[src/rtl/r_cpu_ctrl.sv]
// r_cpu_ctrl: multi-cycle fetch/decode/execute/writeback sequencer for the
// R-type CPU datapath. Strobes are decoded combinationally from the current
// state so that an asynchronous reset clears them in the same cycle.
//
// state | meaning
// ------+-------------------------------------------------------------
// IDLE  | stopped at an instruction boundary, waiting for run
// IF    | fetch; waits for mem_ready, then loads IR and advances PC
// ID    | decode opcode/func into the held ALU controls
// EX    | drive ALU controls, pulse flag-capture enables
// WB    | hold ALU controls, write rd, retire the instruction
// HALT  | halt opcode or illegal instruction; only rst leaves
module r_cpu_ctrl #(
  parameter int CNT_W = 16
) (
  input  logic             clk,
  input  logic             rst,
  input  logic             run,
  input  logic             mem_ready,
  input  logic [5:0]       opcode,
  input  logic [5:0]       func,
  output logic             PC_Write,
  output logic             IR_Write,
  output logic             Write_Reg,
  output logic [2:0]       ALU_OP,
  output logic             rs_shamt,
  output logic             Set_ZF,
  output logic             Set_OF,
  output logic [2:0]       state,
  output logic             illegal,
  output logic             halted,
  output logic [CNT_W-1:0] inst_cnt
);

  typedef enum logic [2:0] {
    S_IDLE = 3'd0,
    S_IF   = 3'd1,
    S_ID   = 3'd2,
    S_EX   = 3'd3,
    S_WB   = 3'd4,
    S_HALT = 3'd5
  } state_t;

  state_t state_r, state_nxt;

  logic [2:0]       alu_op_r;
  logic             shamt_r, zf_r, of_r;
  logic             illegal_r;
  logic [CNT_W-1:0] inst_cnt_r;

  logic       dec_valid;
  logic [2:0] dec_op;
  logic       dec_shamt, dec_zf, dec_of;
  logic       halt_op, bad_inst;

  // Function-field decode table; dec_valid flags a supported func code.
  always_comb begin
    dec_valid = 1'b1;
    dec_op    = 3'b000;
    dec_shamt = 1'b0;
    dec_zf    = 1'b1;
    dec_of    = 1'b0;
    case (func)
      6'b100000: begin dec_op = 3'b100; dec_of = 1'b1; end
      6'b100010: begin dec_op = 3'b101; dec_of = 1'b1; end
      6'b100100: dec_op = 3'b000;
      6'b100101: dec_op = 3'b001;
      6'b100110: dec_op = 3'b010;
      6'b100111: dec_op = 3'b011;
      6'b101011: dec_op = 3'b110;
      6'b000100: dec_op = 3'b111;
      6'b000000: begin dec_op = 3'b111; dec_shamt = 1'b1; end
      default: begin
        dec_valid = 1'b0;
        dec_zf    = 1'b0;
      end
    endcase
  end

  // The halt opcode is a clean stop; anything else non-R-type is illegal.
  assign halt_op  = (opcode == 6'b111111);
  assign bad_inst = !halt_op && ((opcode != 6'b000000) || !dec_valid);

  // State register.
  always_ff @(posedge clk or posedge rst) begin
    if (rst) state_r <= S_IDLE;
    else     state_r <= state_nxt;
  end

  // Next-state and strobe decode; IF strobes are Mealy on mem_ready.
  always_comb begin
    state_nxt = state_r;
    PC_Write  = 1'b0;
    IR_Write  = 1'b0;
    Write_Reg = 1'b0;
    ALU_OP    = 3'b000;
    rs_shamt  = 1'b0;
    Set_ZF    = 1'b0;
    Set_OF    = 1'b0;
    case (state_r)
      S_IDLE: if (run) state_nxt = S_IF;
      S_IF: begin
        if (mem_ready) begin
          IR_Write  = 1'b1;
          PC_Write  = 1'b1;
          state_nxt = S_ID;
        end
      end
      S_ID: begin
        if (halt_op || bad_inst) state_nxt = S_HALT;
        else                     state_nxt = S_EX;
      end
      S_EX: begin
        ALU_OP    = alu_op_r;
        rs_shamt  = shamt_r;
        Set_ZF    = zf_r;
        Set_OF    = of_r;
        state_nxt = S_WB;
      end
      S_WB: begin
        ALU_OP    = alu_op_r;
        rs_shamt  = shamt_r;
        Write_Reg = 1'b1;
        state_nxt = run ? S_IF : S_IDLE;
      end
      S_HALT: state_nxt = S_HALT;
      default: state_nxt = S_IDLE;
    endcase
  end

  // Decode capture in ID, sticky illegal flag, and retire counter in WB.
  always_ff @(posedge clk or posedge rst) begin
    if (rst) begin
      alu_op_r   <= 3'b000;
      shamt_r    <= 1'b0;
      zf_r       <= 1'b0;
      of_r       <= 1'b0;
      illegal_r  <= 1'b0;
      inst_cnt_r <= '0;
    end else begin
      if (state_r == S_ID) begin
        alu_op_r <= dec_op;
        shamt_r  <= dec_shamt;
        zf_r     <= dec_zf;
        of_r     <= dec_of;
        if (bad_inst) illegal_r <= 1'b1;
      end
      if (state_r == S_WB) inst_cnt_r <= inst_cnt_r + CNT_W'(1);
    end
  end

  assign state    = state_r;
  assign illegal  = illegal_r;
  assign halted   = (state_r == S_HALT);
  assign inst_cnt = inst_cnt_r;

endmodule

[config.mk]
export PLATFORM = sky130hd
export DESIGN_NAME = r_cpu_ctrl
export DESIGN_NICKNAME = d
export VERILOG_FILES = /design/src/rtl/r_cpu_ctrl.sv
export SDC_FILE = /design/constraint.sdc
export NUM_CORES = 1
export LEC_CHECK = 0
export BUFFER_PORTS_ARGS = -buffer_cell sky130_fd_sc_hd__buf_2
export CAP_MARGIN = 20
export CORE_AREA = 2 2 55 57
export CTS_CLUSTER_SIZE = 10
export DETAILED_ROUTE_END_ITERATION = 7
export DIE_AREA = 0 0 57 59
export PLACE_DENSITY = 0.75
export SETUP_SLACK_MARGIN = 0.05
export SLEW_MARGIN = 20
export SYNTH_ARGS = -nofsm -noshare
export SYNTH_HDL_FRONTEND = slang
export SYNTH_SLANG_ARGS = --single-unit
[constraint.sdc]
create_clock -name clk -period 2.2 [get_ports clk]
set_input_delay 0.44 -clock clk [delete_from_list [all_inputs] [get_ports clk]]
set_output_delay 0.44 -clock clk [all_outputs]
set_load 0.1 [all_outputs]
==> impl_metrics.env <==
export IMPL_p_sw_uw=1350
export IMPL_setup_viol=0
export IMPL_n_antenna_cell=0
export IMPL_final_antenna_net_count=0
export IMPL_finalCriticalPeriod_ps=2140
export IMPL_tritoncts="yes"
export IMPL_powerDensity_nw_per_um2=1360
export IMPL_fin_ws_ps=63.0
export IMPL_synth_cell_types=37
export IMPL_power_leakage_uw=0.000837
export IMPL_r2r_slack_ps=380
export IMPL_die_y_um=59
export IMPL_path_buf_inv=1
export IMPL_totalWireLength_mm=2.92
export IMPL_clkLatencyLatePin_ps=310
export IMPL_path_clk_slew_ps=130
export IMPL_crit_fanout=7
export IMPL_die_w_um=57
export IMPL_cts_root_buffer="clkbuf_4"
export IMPL_ir_drop_mv=1.27
export IMPL_portBuffers=45
export IMPL_drtIter0Drc=25
export IMPL_grt_overflow=0
export IMPL_path_class="reg2out"
export IMPL_via_per_inst=5.56
export IMPL_hpwlAfterDp_mm=2.24
export IMPL_combPwrFrac=0.600
export IMPL_clock_skew_ps=0.706
export IMPL_timing_final_crit_share=0.971
export IMPL_fin_nets=195
export IMPL_slew_viol_final=0
export IMPL_first_pass_iters=4
export IMPL_yosysTopAreaCell="dfrtp_1"
export IMPL_avgSynthCellArea_sq_um=10.3
export IMPL_final_util=0.636
export IMPL_grt_pass1_wl_mm=4.82
export IMPL_final_cell_mix="39 x buf_2, 23 x dfrtp_1, 11 x xnor2_1, 10 x nand2_1, 9 x nor2_1"
export IMPL_htree_levels=1
export IMPL_num_vias=1157
export IMPL_track_usage=0.187
export IMPL_worstPathCellList="and2b_2 -> nor3b_4 -> buf_2"
export IMPL_synthTopCellsByArea="dfrtp_1 49%, xnor2_1 7.3%, nand2_1 3.4%"
export IMPL_tns_ps=0
export IMPL_power_share_switching=0.577
export IMPL_crit_family="flip-flops"
export IMPL_final_common_cell="buf_2"
export IMPL_cts_buffer_depth=2
export IMPL_grt_max_degree=27
export IMPL_slowest_delay_ps=470
export IMPL_worstSetupStartpointType="register"
export IMPL_yosysSeqAreaShare=0.491
export IMPL_core_sq_um=2710
export IMPL_yosysTopAreaCellShare=0.491
export IMPL_rows=19
export IMPL_worst_pin_slew_ps=506
export IMPL_slowest_stage="dfrtp_2"
export IMPL_worstPathRequired_ps=1760
export IMPL_finalHoldViolCount=0
export IMPL_areaGrowthSynthToFinish_pct=30.0
export IMPL_fmax_ghz=0.468
export IMPL_status="completed"
export IMPL_synth_area_sq_um=1330
export IMPL_postCtsHoldBufs=0
export IMPL_grt_pass1_vias=1152
export IMPL_cts_sinks=26
export IMPL_synthCells=129
export IMPL_nFillCells=242
export IMPL_instances_no_fill=208
export IMPL_reg2regPathDepth=5
export IMPL_pre_cts_ws_ps=271
export IMPL_yosysWarnings=0
export IMPL_gp_congestion=0.813
export IMPL_clockPowerShare=0.088
export IMPL_numCtsBuffers=3
export IMPL_rsz0062_at_grt="true"
export IMPL_seqPwrFrac=0.312
export IMPL_syn_num_nets=146
export IMPL_dp_cells=202
export IMPL_slew_headroom=0.665
export IMPL_synth_seq_cells=26
export IMPL_antenna_found_initial=0
export IMPL_start_util=0.489
export IMPL_max_cap_violations=0
export IMPL_ios=46
export IMPL_hold_path_class="in2async"
export IMPL_cp_arrival_ps=1700
export IMPL_r2r_start="state[1]$_DFFE_PP0P_"
export IMPL_critPathCaptureType="output pin"
export IMPL_total_power_uw=2350
export IMPL_p_int_uw=993
export IMPL_wl_per_cell_um=14.1
export IMPL_die_area_sq_um=3360
export IMPL_drc=0
export IMPL_drive_above_1_share=0.424
export IMPL_crit_reg2reg_capture="inst_cnt[13]$_DFFE_PP0P_"
cells in the mapped netlist:
master    number
inv_1          3
buf_6          1
buf_4          1
and4_1         3
and2b_2        2
nand3_1        4
mux2_2         2
ha_1           1
nand3b_1       1
a22o_1         2
or4_1          3
nor4_1         1
o21ai_0        4
nand4_1        7
a21oi_1        1
a211oi_1       1
a31oi_1        3
nor2_1        10
nor3b_1        1
or2_2          2
xor2_1         4
o21bai_1       1
xnor2_1       11
and2_2         1
and3_1         2
nor3_1         3
and2_1         7
a21o_1         2
buf_2          1
dfrtp_1       26
a31oi_2        1
nand2_1       12
o21ai_1        1
o311a_1        1
clkbuf_1       1
nand2b_1       1
nor3b_4        1
worst reg2reg max path, cell delays in order, from the launching register on:
cell     delay [ps]
dfrtp_4         550
nor3b_4         240
buf_4           180
and4_1          420
nand4_1         170
xnor2_1         160
power by group through the flow:
stage	logic, uW	clock network [uW]	registers, uW
2_1_floorplan	651	0	1230
3_3_place_gp	1370	0	732
3_5_place_dp	1390	0	741
4_1_cts	1400	213	731
5_1_grt	1470	229	752
6_report	1410	206	732
layer usage:
layer	up-vias	part of all wire	wire length, um	GRT usage
met5	-	0	0	0
met4	0	0.038	112	0.133
met3	12	0.045	132	0.0262
met2	42	0.53	1560	0.338
met1	553	0.38	1120	0.200
li1	550	-	-	-
area by class of cell:
cell class	instances	area (sq um)	share of cell area
Clock buffer	4	26.3	0.0153
Inverter	3	11.3	0.00654
Multi-Input combinational cell	96	679	0.394
Sequential cell	26	657	0.381
Tap cell	31	38.8	0.0225
Timing Repair Buffer	48	310	0.180
flip-flops by register name (all words and copies together) (netlist names):
register,cells
inst_cnt,16
alu_op_r,3
state,3
illegal,1
of_r,1
shamt_r,1
zf_r,1
cell families (layout without fill, tap and decap cells):
family                   after synthesis  count (layout)  synth area share
flip-flops                            26              26             0.491
buffers and inverters                  7              55            0.0293
AND/OR/NAND/NOR                       61              61             0.264
multiplexers                           2               2            0.0170
AO/OA/AOI/OAI                         17              17            0.0897
XOR/XNOR                              15              15            0.0991
adder cells (fa/ha/maj)                1               1           0.00944
per-stage QoR:
| stage | hold slack (ps) | instance area (sq um) |
|---|---|---|
| global placement | 454 | 1680 |
| global route | 166 | 1720 |
| finish | 146 | 1720 |
| detailed placement | 462 | 1680 |
| floorplan | 442 | 1380 |
| CTS | 146 | 1720 |
worst max path at each step:
stage / startpoint / to / slack (ps) / cells after the start
after floorplan: state[1]$_DFFE_PP0P_ / ALU_OP[0] / -620 / 4
after global placement: opcode[1] / state[2]$_DFFE_PP0P_ / 340 / 5
after detailed placement: opcode[1] / state[2]$_DFFE_PP0P_ / 270 / 5
after CTS: state[2]$_DFFE_PP0P_ / IR_Write / 50 / 3
after global routing: state[2]$_DFFE_PP0P_ / IR_Write / -10 / 3
final: state[2]$_DFFE_PP0P_ / IR_Write / 60 / 3
repair_timing:
item	4_1_cts	5_1_grt
endpoints found under the hold margin	0	0
pin swaps	1	0
resized for setup	2	1
endpoints found under the setup margin	7	8
buffers inserted	1	1
Note: power is estimated with default switching activity, not from simulation.
